**src/rtl/usb_tx_fifo_if.sv**
```systemverilog
// Byte-stream handshake between the AHB push side, the usb_tx pop side and the TX FIFO.
interface usb_tx_fifo_if;
    logic       store_tx_data;
    logic [7:0] tx_data;
    logic       get_tx_packet_data;
    logic       clear;
    logic [7:0] tx_packet_data;
    logic [6:0] tx_packet_size;
    logic       buffer_full;
    logic       buffer_empty;
    logic       overflow_err;
    logic       underflow_err;

    // FIFO side
    modport slave (
        input  store_tx_data, tx_data, get_tx_packet_data, clear,
        output tx_packet_data, tx_packet_size, buffer_full, buffer_empty,
               overflow_err, underflow_err
    );

    // Producer/consumer side
    modport master (
        output store_tx_data, tx_data, get_tx_packet_data, clear,
        input  tx_packet_data, tx_packet_size, buffer_full, buffer_empty,
               overflow_err, underflow_err
    );
endinterface

```
**src/rtl/usb_tx_fifo.sv**
```systemverilog
// Transmit FIFO feeding usb_tx: FWFT head byte, occupancy count, sticky error flags.
module usb_tx_fifo #(
    parameter int unsigned DEPTH  = 64,
    parameter int unsigned ADDR_W = 6
) (
    input  logic           clk,
    input  logic           n_rst,
    usb_tx_fifo_if.slave   bus
);
    localparam int unsigned CNT_W = ADDR_W + 1;

    logic [7:0]        r_mem [DEPTH];
    logic [ADDR_W-1:0] r_wr_ptr;
    logic [ADDR_W-1:0] r_rd_ptr;
    logic [CNT_W-1:0]  r_count;
    logic              r_overflow_err;
    logic              r_underflow_err;

    logic w_full;
    logic w_empty;
    logic w_push_acc;
    logic w_pop_acc;

    // A push into a full buffer is still accepted when the same cycle frees a slot
    assign w_full     = (r_count == CNT_W'(DEPTH));
    assign w_empty    = (r_count == '0);
    assign w_pop_acc  = bus.get_tx_packet_data & ~w_empty;
    assign w_push_acc = bus.store_tx_data & (~w_full | w_pop_acc);

    // Pointers, occupancy and sticky error flags
    always_ff @(posedge clk or negedge n_rst) begin
        if (!n_rst) begin
            r_wr_ptr        <= '0;
            r_rd_ptr        <= '0;
            r_count         <= '0;
            r_overflow_err  <= 1'b0;
            r_underflow_err <= 1'b0;
        end else if (bus.clear) begin
            r_wr_ptr        <= '0;
            r_rd_ptr        <= '0;
            r_count         <= '0;
            r_overflow_err  <= 1'b0;
            r_underflow_err <= 1'b0;
        end else begin
            r_wr_ptr <= r_wr_ptr + ADDR_W'(w_push_acc);
            r_rd_ptr <= r_rd_ptr + ADDR_W'(w_pop_acc);
            r_count  <= r_count + CNT_W'(w_push_acc) - CNT_W'(w_pop_acc);
            if (bus.store_tx_data && w_full && !w_pop_acc) begin
                r_overflow_err <= 1'b1;
            end
            if (bus.get_tx_packet_data && w_empty) begin
                r_underflow_err <= 1'b1;
            end
        end
    end

    // Storage is intentionally unreset; empty-gating hides stale bytes
    always_ff @(posedge clk) begin
        if (!bus.clear && w_push_acc) begin
            r_mem[r_wr_ptr] <= bus.tx_data;
        end
    end

    assign bus.tx_packet_data = w_empty ? 8'h00 : r_mem[r_rd_ptr];
    assign bus.tx_packet_size = r_count;
    assign bus.buffer_full    = w_full;
    assign bus.buffer_empty   = w_empty;
    assign bus.overflow_err   = r_overflow_err;
    assign bus.underflow_err  = r_underflow_err;
endmodule
```
**src/flat_wrapper.sv**
```systemverilog
// flat-port wrapper written by rule: the top's interface ports become plain ports
module usb_tx_fifo_flat 
#(
    parameter int unsigned DEPTH  = 64,
    parameter int unsigned ADDR_W = 6
)
  (clk, n_rst, bus_store_tx_data, bus_tx_data, bus_get_tx_packet_data, bus_clear, bus_tx_packet_data, bus_tx_packet_size, bus_buffer_full, bus_buffer_empty, bus_overflow_err, bus_underflow_err);
  usb_tx_fifo_if bus_i ();
  input  logic clk;
  input  logic n_rst;
  input wire logic [$bits(bus_i.store_tx_data)-1:0] bus_store_tx_data;
  input wire logic [$bits(bus_i.tx_data)-1:0] bus_tx_data;
  input wire logic [$bits(bus_i.get_tx_packet_data)-1:0] bus_get_tx_packet_data;
  input wire logic [$bits(bus_i.clear)-1:0] bus_clear;
  output wire logic [$bits(bus_i.tx_packet_data)-1:0] bus_tx_packet_data;
  output wire logic [$bits(bus_i.tx_packet_size)-1:0] bus_tx_packet_size;
  output wire logic [$bits(bus_i.buffer_full)-1:0] bus_buffer_full;
  output wire logic [$bits(bus_i.buffer_empty)-1:0] bus_buffer_empty;
  output wire logic [$bits(bus_i.overflow_err)-1:0] bus_overflow_err;
  output wire logic [$bits(bus_i.underflow_err)-1:0] bus_underflow_err;
  assign bus_i.store_tx_data = bus_store_tx_data;
  assign bus_i.tx_data = bus_tx_data;
  assign bus_i.get_tx_packet_data = bus_get_tx_packet_data;
  assign bus_i.clear = bus_clear;
  assign bus_tx_packet_data = bus_i.tx_packet_data;
  assign bus_tx_packet_size = bus_i.tx_packet_size;
  assign bus_buffer_full = bus_i.buffer_full;
  assign bus_buffer_empty = bus_i.buffer_empty;
  assign bus_overflow_err = bus_i.overflow_err;
  assign bus_underflow_err = bus_i.underflow_err;
  usb_tx_fifo #(.DEPTH(DEPTH), .ADDR_W(ADDR_W)) u_core (.clk(clk), .n_rst(n_rst), .bus(bus_i));
endmodule
```
**config.mk**
```make
export PLATFORM = sky130hd
export DESIGN_NAME = usb_tx_fifo_flat
export DESIGN_NICKNAME = d
export VERILOG_FILES = /design/src/rtl/usb_tx_fifo_if.sv /design/src/rtl/usb_tx_fifo.sv /design/src/flat_wrapper.sv
export SDC_FILE = /design/constraint.sdc
export NUM_CORES = 1
export LEC_CHECK = 0
export BUFFER_PORTS_ARGS = -buffer_cell sky130_fd_sc_hd__buf_2
export CAP_MARGIN = 30
export CORE_UTILIZATION = 29
export CTS_BUF_LIST = sky130_fd_sc_hd__clkbuf_4
export DETAILED_ROUTE_END_ITERATION = 16
export PLACE_DENSITY = 0.39
export SYNTH_ARGS = -nofsm -noshare
export SYNTH_HDL_FRONTEND = slang
export SYNTH_SLANG_ARGS = --single-unit
```
**constraint.sdc**
```tcl
create_clock -name clk -period 3.7 [get_ports clk]
set_clock_uncertainty 0.05 [all_clocks]
set_input_delay 0.37 -clock clk [delete_from_list [all_inputs] [get_ports clk]]
set_output_delay 0.37 -clock clk [all_outputs]
set_load 0.05 [all_outputs]
```
Word level (Yosys, flattened, before mapping)
Memory sizes are Yosys's and may differ from the RTL's.
Index checks and enable logic that the tools add are counted.
{ "totals": {"regBits": 21, "wordCells": 35, "mem_count": 1, "mem_bits_ro": 0, "mem_bits_rw": 512, "output_inout_bits": 19, "latch_bits": 0, "input_bits": 13} }
{ "mem_list": {"columns": ["memory", "depth", "width", "read_ports", "rd_clocked_by_memory_dff", "wr", "line_no", "rtl"], "rows": [
  ["u_core.r_mem", 64, 8, 1, 0, 1, "usb_tx_fifo.sv:12", "logic [7:0] r_mem [DEPTH];"]
]} }
{ "classes": {"n_eq_ne": 1, "bitwise_logic": 5, "n_reduce_logical": 9, "n_mul": 0, "n_lt_le_gt_ge": 0, "div": 0, "muxes": 10, "shifts": 0, "add_sub_neg": 4} }
{ "ops": {"columns": ["cell", "n"], "rows": [
  ["$add A6 B1 Y6", 2],
  ["$mux W6", 2],
  ["$mux W8", 1],
  ["$add A7 B1 Y7", 1],
  ["$eq A7 B7 Y1 const B", 1],
  ["$logic_not A7 Y1", 1],
  ["$mux W7", 1],
  ["$sub A7 B1 Y7", 1],
  ["$mux W1", 6],
  ["$logic_and A1 B1 Y1", 4],
  ["$reduce_bool A2 Y1", 2],
  ["$and A1 B1 Y1", 2],
  ["$logic_not A1 Y1", 2],
  ["$not A1 Y1", 2],
  ["$or A1 B1 Y1", 1]
]} }

Depth between registers and ports, before layout
{ "logic_depth": {"ltp_word": 8, "mapped_depth": 13, "ltp_nobuf": 13} }

Least setup slack after synthesis
OpenSTA, ideal clock, no wires.
{ "synth_path": {"path_kind": "reg2out", "start": "register u_core.r_count[4], in the netlist u_core.bus.tx_packet_size[4]", "end": "output port bus_tx_packet_data[4]", "arrival_ps": 3042, "n_path_buf": 0, "stages_incl_launch_ff": 8, "required_ps": 3280, "slack_ps": 238, "cell_sequence": "dfrtp_1 inv_1 ha_1 nand4bb_1 nor2_1 nor2_1 a32oi_1 nor3_1"} }
{ "synth_between": {"elab_chain_len": 2} }
{ "synth_rtl": {"columns": ["element", "line_no", "rtl"], "rows": [
  ["start, declared", "usb_tx_fifo.sv:15", "logic [CNT_W-1:0] r_count;"],
  ["start signal, assigned", "usb_tx_fifo.sv:47", "r_count <= r_count + CNT_W'(w_push_acc) - CNT_W'(w_pop_acc);"],
  ["$logic_not A7 Y1", "usb_tx_fifo.sv:26", "assign w_empty = (r_count == '0);"],
  ["named net bus_buffer_empty", "flat_wrapper.sv:18", "output wire logic [$bits(bus_i.buffer_empty)-1:0] bus_buffer_empty;"],
  ["$mux W8", "usb_tx_fifo.sv:64", "assign bus.tx_packet_data = w_empty ? 8'h00 : r_mem[r_rd_ptr];"],
  ["end, declared", "flat_wrapper.sv:15", "output wire logic [$bits(bus_i.tx_packet_data)-1:0] bus_tx_packet_data;"]
]} }
The timed path passes the listed nets, and every way through them passes these cells.

Final worst setup path
{ "layout_path": {"start": "register u_core.r_rd_ptr[0]", "end": "output port bus_tx_packet_data[7]"} }
{ "layout_between": {"elab_chain_len": 2} }
{ "layout_rtl": {"columns": ["element", "line_no", "rtl"], "rows": [
  ["start, declared", "usb_tx_fifo.sv:14", "logic [ADDR_W-1:0] r_rd_ptr;"],
  ["start signal, assigned", "usb_tx_fifo.sv:46", "r_rd_ptr <= r_rd_ptr + ADDR_W'(w_pop_acc);"],
  ["$mem_v2 Z64 W8", null, null],
  ["$mux W8", "usb_tx_fifo.sv:64", null]
]} }
No other way between the ends.

==> summary.md <==
| Metric | Value |
|---|---|
| Cell types occupying the most area after synthesis | `sky130_fd_sc_hd__edfxtp_1 73%, sky130_fd_sc_hd__mux4_2 12%, sky130_fd_sc_hd__dfrtp_1 2.5%` |
| Starting DRT DRC Count | `between 800 and 900` |
| Data required time of the critical path | `~3.3 ns` |
| Final Hold Viols | `0` |
| Post-synthesis area per instance | `around 19 µm²` |
| Area growth from synthesis to layout | `24.1%` |
| Worst Reg2Reg Path Length in Cells | `12` |
| Number of detailed-routing iterations run before antenna repair | `7` |
| Initial cell density of the core | `0.294` |
| Share of flip-flops with an asynchronous set or reset after synthesis | `0.0394` |
| WL final | `approximately 61,000 µm` |
| Power share of the combinational group | `0.218` |
| Net count after synthesis | `1,129` |
| GRT overflow | `0` |
| Rel. slew slack | `0.401` |
| Top-level I/O count | `32` |
| Element type at the critical path end | `output pin` |
| Share of post-route cells with drive strength above 1 | `0.390` |
| Register area share after synthesis | `0.751` |
| Via density per instance | `approximately 4.7` |
| Worst ir drop on vdd | `between 0.3 and 0.4 mV` |
| Switching portion of total power | `0.283` |
| Die ar. | `74,000 µm²` |
| Leak pwr | `0.00855 µW` |
| Sinks on the clock net | `between 500 and 600` |
| CTS max path bufs | `3` |
| Count of synthesis-stage warnings from yosys | `0` |
| Number of H-tree branching levels | `4` |
| Final period demand of the worst path | `between 3 and 4 ns` |
| Maximum capacitance violations | `0` |
| Setup repair after global routing missed its margin | `yes` |
| Smallest setup slack after layout | `-0.0710 ns` |
| List of cells traversed by the critical path | `buf_12, buf_16, mux4_2, mux2i_1, o211ai_1, a32oi_2, a41oi_2, buf_6` |
| Post-synthesis cell type count | `50` |
| Largest delay contributor family on the critical path | `compound AO/OA/AOI/OAI gates` |
| Core Footprint | `around 70,000 µm²` |
| Slew at the pin with the worst max-slew slack | `between 0.8 and 0.9 ns` |
| Final worst-path cycle share | `1.02` |
| Violations in the final reports | `setup timing` |
| Slowest cell on the critical path | `sky130_fd_sc_hd__dfrtp_4` |
| Clock group share of total power | `0.346` |
| Seq cells post-synth | `approximately 530` |
| Levels on crit path | `8` |
| PwrDens | `around 600 nW/µm²` |
| I/O Buffers | `31` |
| First-pass GRT wire length | `87,300 µm` |
| Post-route cell area | `between 20,000 and 30,000 µm²` |
| CP max FO | `6` |
| Die Width | `around 270 µm` |
| WS Path Type | `flip-flop to output pin` |
| Critical path's largest stage delay | `slightly below 0.5 ns` |
| Netlist area before placement | `21,200 µm²` |
| Antenna violations before repair | `2` |
| Finish-stage setup viols | `6` |
| Synth area leader | `sky130_fd_sc_hd__edfxtp_1` |
| Utilization of the core after routing | `0.365` |
| Area post-placement | `~23,000 µm²` |
| Pins Over Slew Limit | `0` |
| Setup TNS | `-0.322 ns` |
| CP Buf/Inv Count | `3` |
| Die height | `between 200 and 300 µm` |
| GRT Resource Usage Total | `0.168` |
| Sequential group share of total power | `0.436` |
| Number of instances in the synthesized netlist | `around 1,100` |
| Maximum number of pins on one net before global-route repair | `between 40 and 50` |
| Total number of vias | `between 10,000 and 15,000` |
| TritonCTS clock tree | `built` |
| Arrival time of data at the critical path endpoint | `approximately 3.4 ns` |
| Total half-perimeter wirelength after legalization and detailed placement | `37,200 µm` |
| Area share of the largest cell type after synthesis | `0.727` |
| Peak clock frequency supported by timing | `roughly 270 MHz` |
| Final weighted congestion in routability-driven placement | `0.748` |
| Fin Hold WS | `about 0.27 ns` |
| Number of rows in the core area | `between 90 and 100` |
| Number of flops mapped to enable cells by yosys | `512` |
| Fillcell total | `6,875` |
| CTS Root Buffer Type | `sky130_fd_sc_hd__clkbuf_4` |
| Internal | `between 10,000 and 15,000 µW` |
| Number of remaining DRC errors | `0` |
| Number of CTS-inserted buffers | `between 100 and 150` |
| Post-layout nets | `between 1,000 and 1,500` |
| Mean routed wirelength per cell | `between 20 and 25 µm` |
| Number of global-route vias before repair | `12,300` |
| Clk pin slew, worst setup/hold paths | `0.06 ns` |
| Sw power | `4360 µW` |
| Detail Route Antenna Nets | `0` |
| Post-synth top flop | `sky130_fd_sc_hd__edfxtp_1` |
| PnR Total Power | `between 15,000 and 20,000 µW` |
| Kind of start point of the critical path | `flip-flop` |
| HP Class | `primary input to async pin` |
| Clk Latency, worst-skew pair | `0.98 ns` |
| Outcome | `complete, but fails checks` |
cell usage in the layout, fill, tap and decap left out, types with 17 or more instances in the layout:
master                     netlist  layout
sky130_fd_sc_hd__buf_2          17      23
sky130_fd_sc_hd__buf_4          18     125
sky130_fd_sc_hd__clkbuf_4        0     202
sky130_fd_sc_hd__clkinv_1        1      24
sky130_fd_sc_hd__dfrtp_1        21      17
sky130_fd_sc_hd__edfxtp_1      512     512
sky130_fd_sc_hd__mux2i_1        40      29
sky130_fd_sc_hd__mux4_2        114     114
sky130_fd_sc_hd__nand2_1        76      72
sky130_fd_sc_hd__nand3_1        37      36
sky130_fd_sc_hd__nor2_1         92      90
per-layer routing:
metal	vias up	routed length (µm)	part of all wire	global-route usage
met4	0	1280	0.021	0.0614
met2	302	28900	0.48	0.267
li1	5130	-	-	-
met1	6039	27500	0.45	0.224
met3	95	2820	0.047	0.0420
met5	-	0	0	0
final cells by class:
cell class | count | area (µm²) | area share
multi-input combinational | 502 | 5290 | 0.202
clock inverter | 40 | 325 | 0.0124
timing repair buffer | 207 | 1980 | 0.0753
clock buffer | 202 | 1520 | 0.0577
antenna | 2 | 5.00 | 0.000191
sequential | 533 | 15900 | 0.606
tap | 950 | 1190 | 0.0453
inverter | 10 | 42.5 | 0.00162
metrics by stage:
stage               worst slack [ns]  std cells
floorplan                      0.238       1104
finish                       -0.0710       2446
global placement               0.290       2158
CTS                           -0.247       2441
detailed placement             0.339       2162
global route                  -0.238       2446
synthesized netlist by cell type, types with 10 or more instances:
| cell | instances |
|---|---|
| sky130_fd_sc_hd__a22oi_1 | 14 |
| sky130_fd_sc_hd__nor2b_1 | 17 |
| sky130_fd_sc_hd__buf_4 | 18 |
| sky130_fd_sc_hd__mux2i_1 | 40 |
| sky130_fd_sc_hd__ha_1 | 11 |
| sky130_fd_sc_hd__mux4_2 | 114 |
| sky130_fd_sc_hd__nand3_1 | 37 |
| sky130_fd_sc_hd__buf_2 | 17 |
| sky130_fd_sc_hd__nand2_1 | 76 |
| sky130_fd_sc_hd__a32oi_1 | 10 |
| sky130_fd_sc_hd__dfrtp_1 | 21 |
| sky130_fd_sc_hd__edfxtp_1 | 512 |
| sky130_fd_sc_hd__nor2_1 | 92 |
| sky130_fd_sc_hd__clkbuf_1 | 16 |
worst reg2reg max path: stages, from the launching register on:
cell and delay [ns]:
sky130_fd_sc_hd__dfrtp_1 0.42, sky130_fd_sc_hd__inv_1 0.09, sky130_fd_sc_hd__ha_1 0.18, sky130_fd_sc_hd__nand4bb_2 0.20, sky130_fd_sc_hd__o31ai_1 0.54, sky130_fd_sc_hd__inv_1 0.18, sky130_fd_sc_hd__ha_1 0.25, sky130_fd_sc_hd__fa_1 0.45
sky130_fd_sc_hd__a21oi_1 0.18, sky130_fd_sc_hd__o21bai_1 0.12, sky130_fd_sc_hd__a21oi_1 0.15, sky130_fd_sc_hd__o21bai_1 0.08, sky130_fd_sc_hd__mux2_2 0.27
flip-flops by register name (all words and copies together) (netlist names):
register and cells:
u_core.r_mem 512, u_core.r_rd_ptr 6, u_core.bus.tx_packet_size 7, u_core.r_wr_ptr 6, u_core.bus.underflow_err 1, u_core.bus.overflow_err 1
worst paths after layout:
check	startpoint	endpoint	slack (ns)
setup / recovery	u_core.r_rd_ptr[0]$_DFF_PN0_	bus_tx_packet_data[7]	-0.07
hold / removal	n_rst	u_core.bus.tx_packet_size[3]$_DFF_PN0_	0.27
setup reg to reg	u_core.bus.tx_packet_size[5]$_DFF_PN0_	u_core.bus.tx_packet_size[6]$_DFF_PN0_	0.43
hold reg to reg	u_core.r_wr_ptr[0]$_DFF_PN0_	u_core.r_wr_ptr[0]$_DFF_PN0_	0.62
max in group asynchronous	n_rst	u_core.r_wr_ptr[3]$_DFF_PN0_	2.88
min in group clk	bus_tx_data[6]	u_core.r_mem[22][6]$_DFFE_PP_	0.34
cell families after synthesis:
| family | share of synthesized area |
|---|---|
| and+or+nand+nor | 0.0522 |
| DFF | 0.751 |
| AOI/OAI and AO/OA | 0.0245 |
| buffers and inverters | 0.0164 |
| xor gates and xnor gates | 0.00497 |
| adders and majority gates | 0.00745 |
| muxes | 0.143 |
power groups by stage:
stage	Clock (µW)	Sequential, µW	Combinational [µW]
3_3_place_gp	0	6940	2680
6_report	5340	6730	3360
4_1_cts	5530	6730	3390
5_1_grt	5820	6740	3600
3_5_place_dp	0	6940	2680
2_1_floorplan	0	6950	1700
repair_timing:
action	CTS	global route
setup endpoints to repair	8	8
resized for setup	96	8
endpoints found under the hold margin	296	0
hold buffers	16	0
buffers inserted	20	2
cloned	4	0
pin swaps	22	15
(Power assumes the default switching activity.)
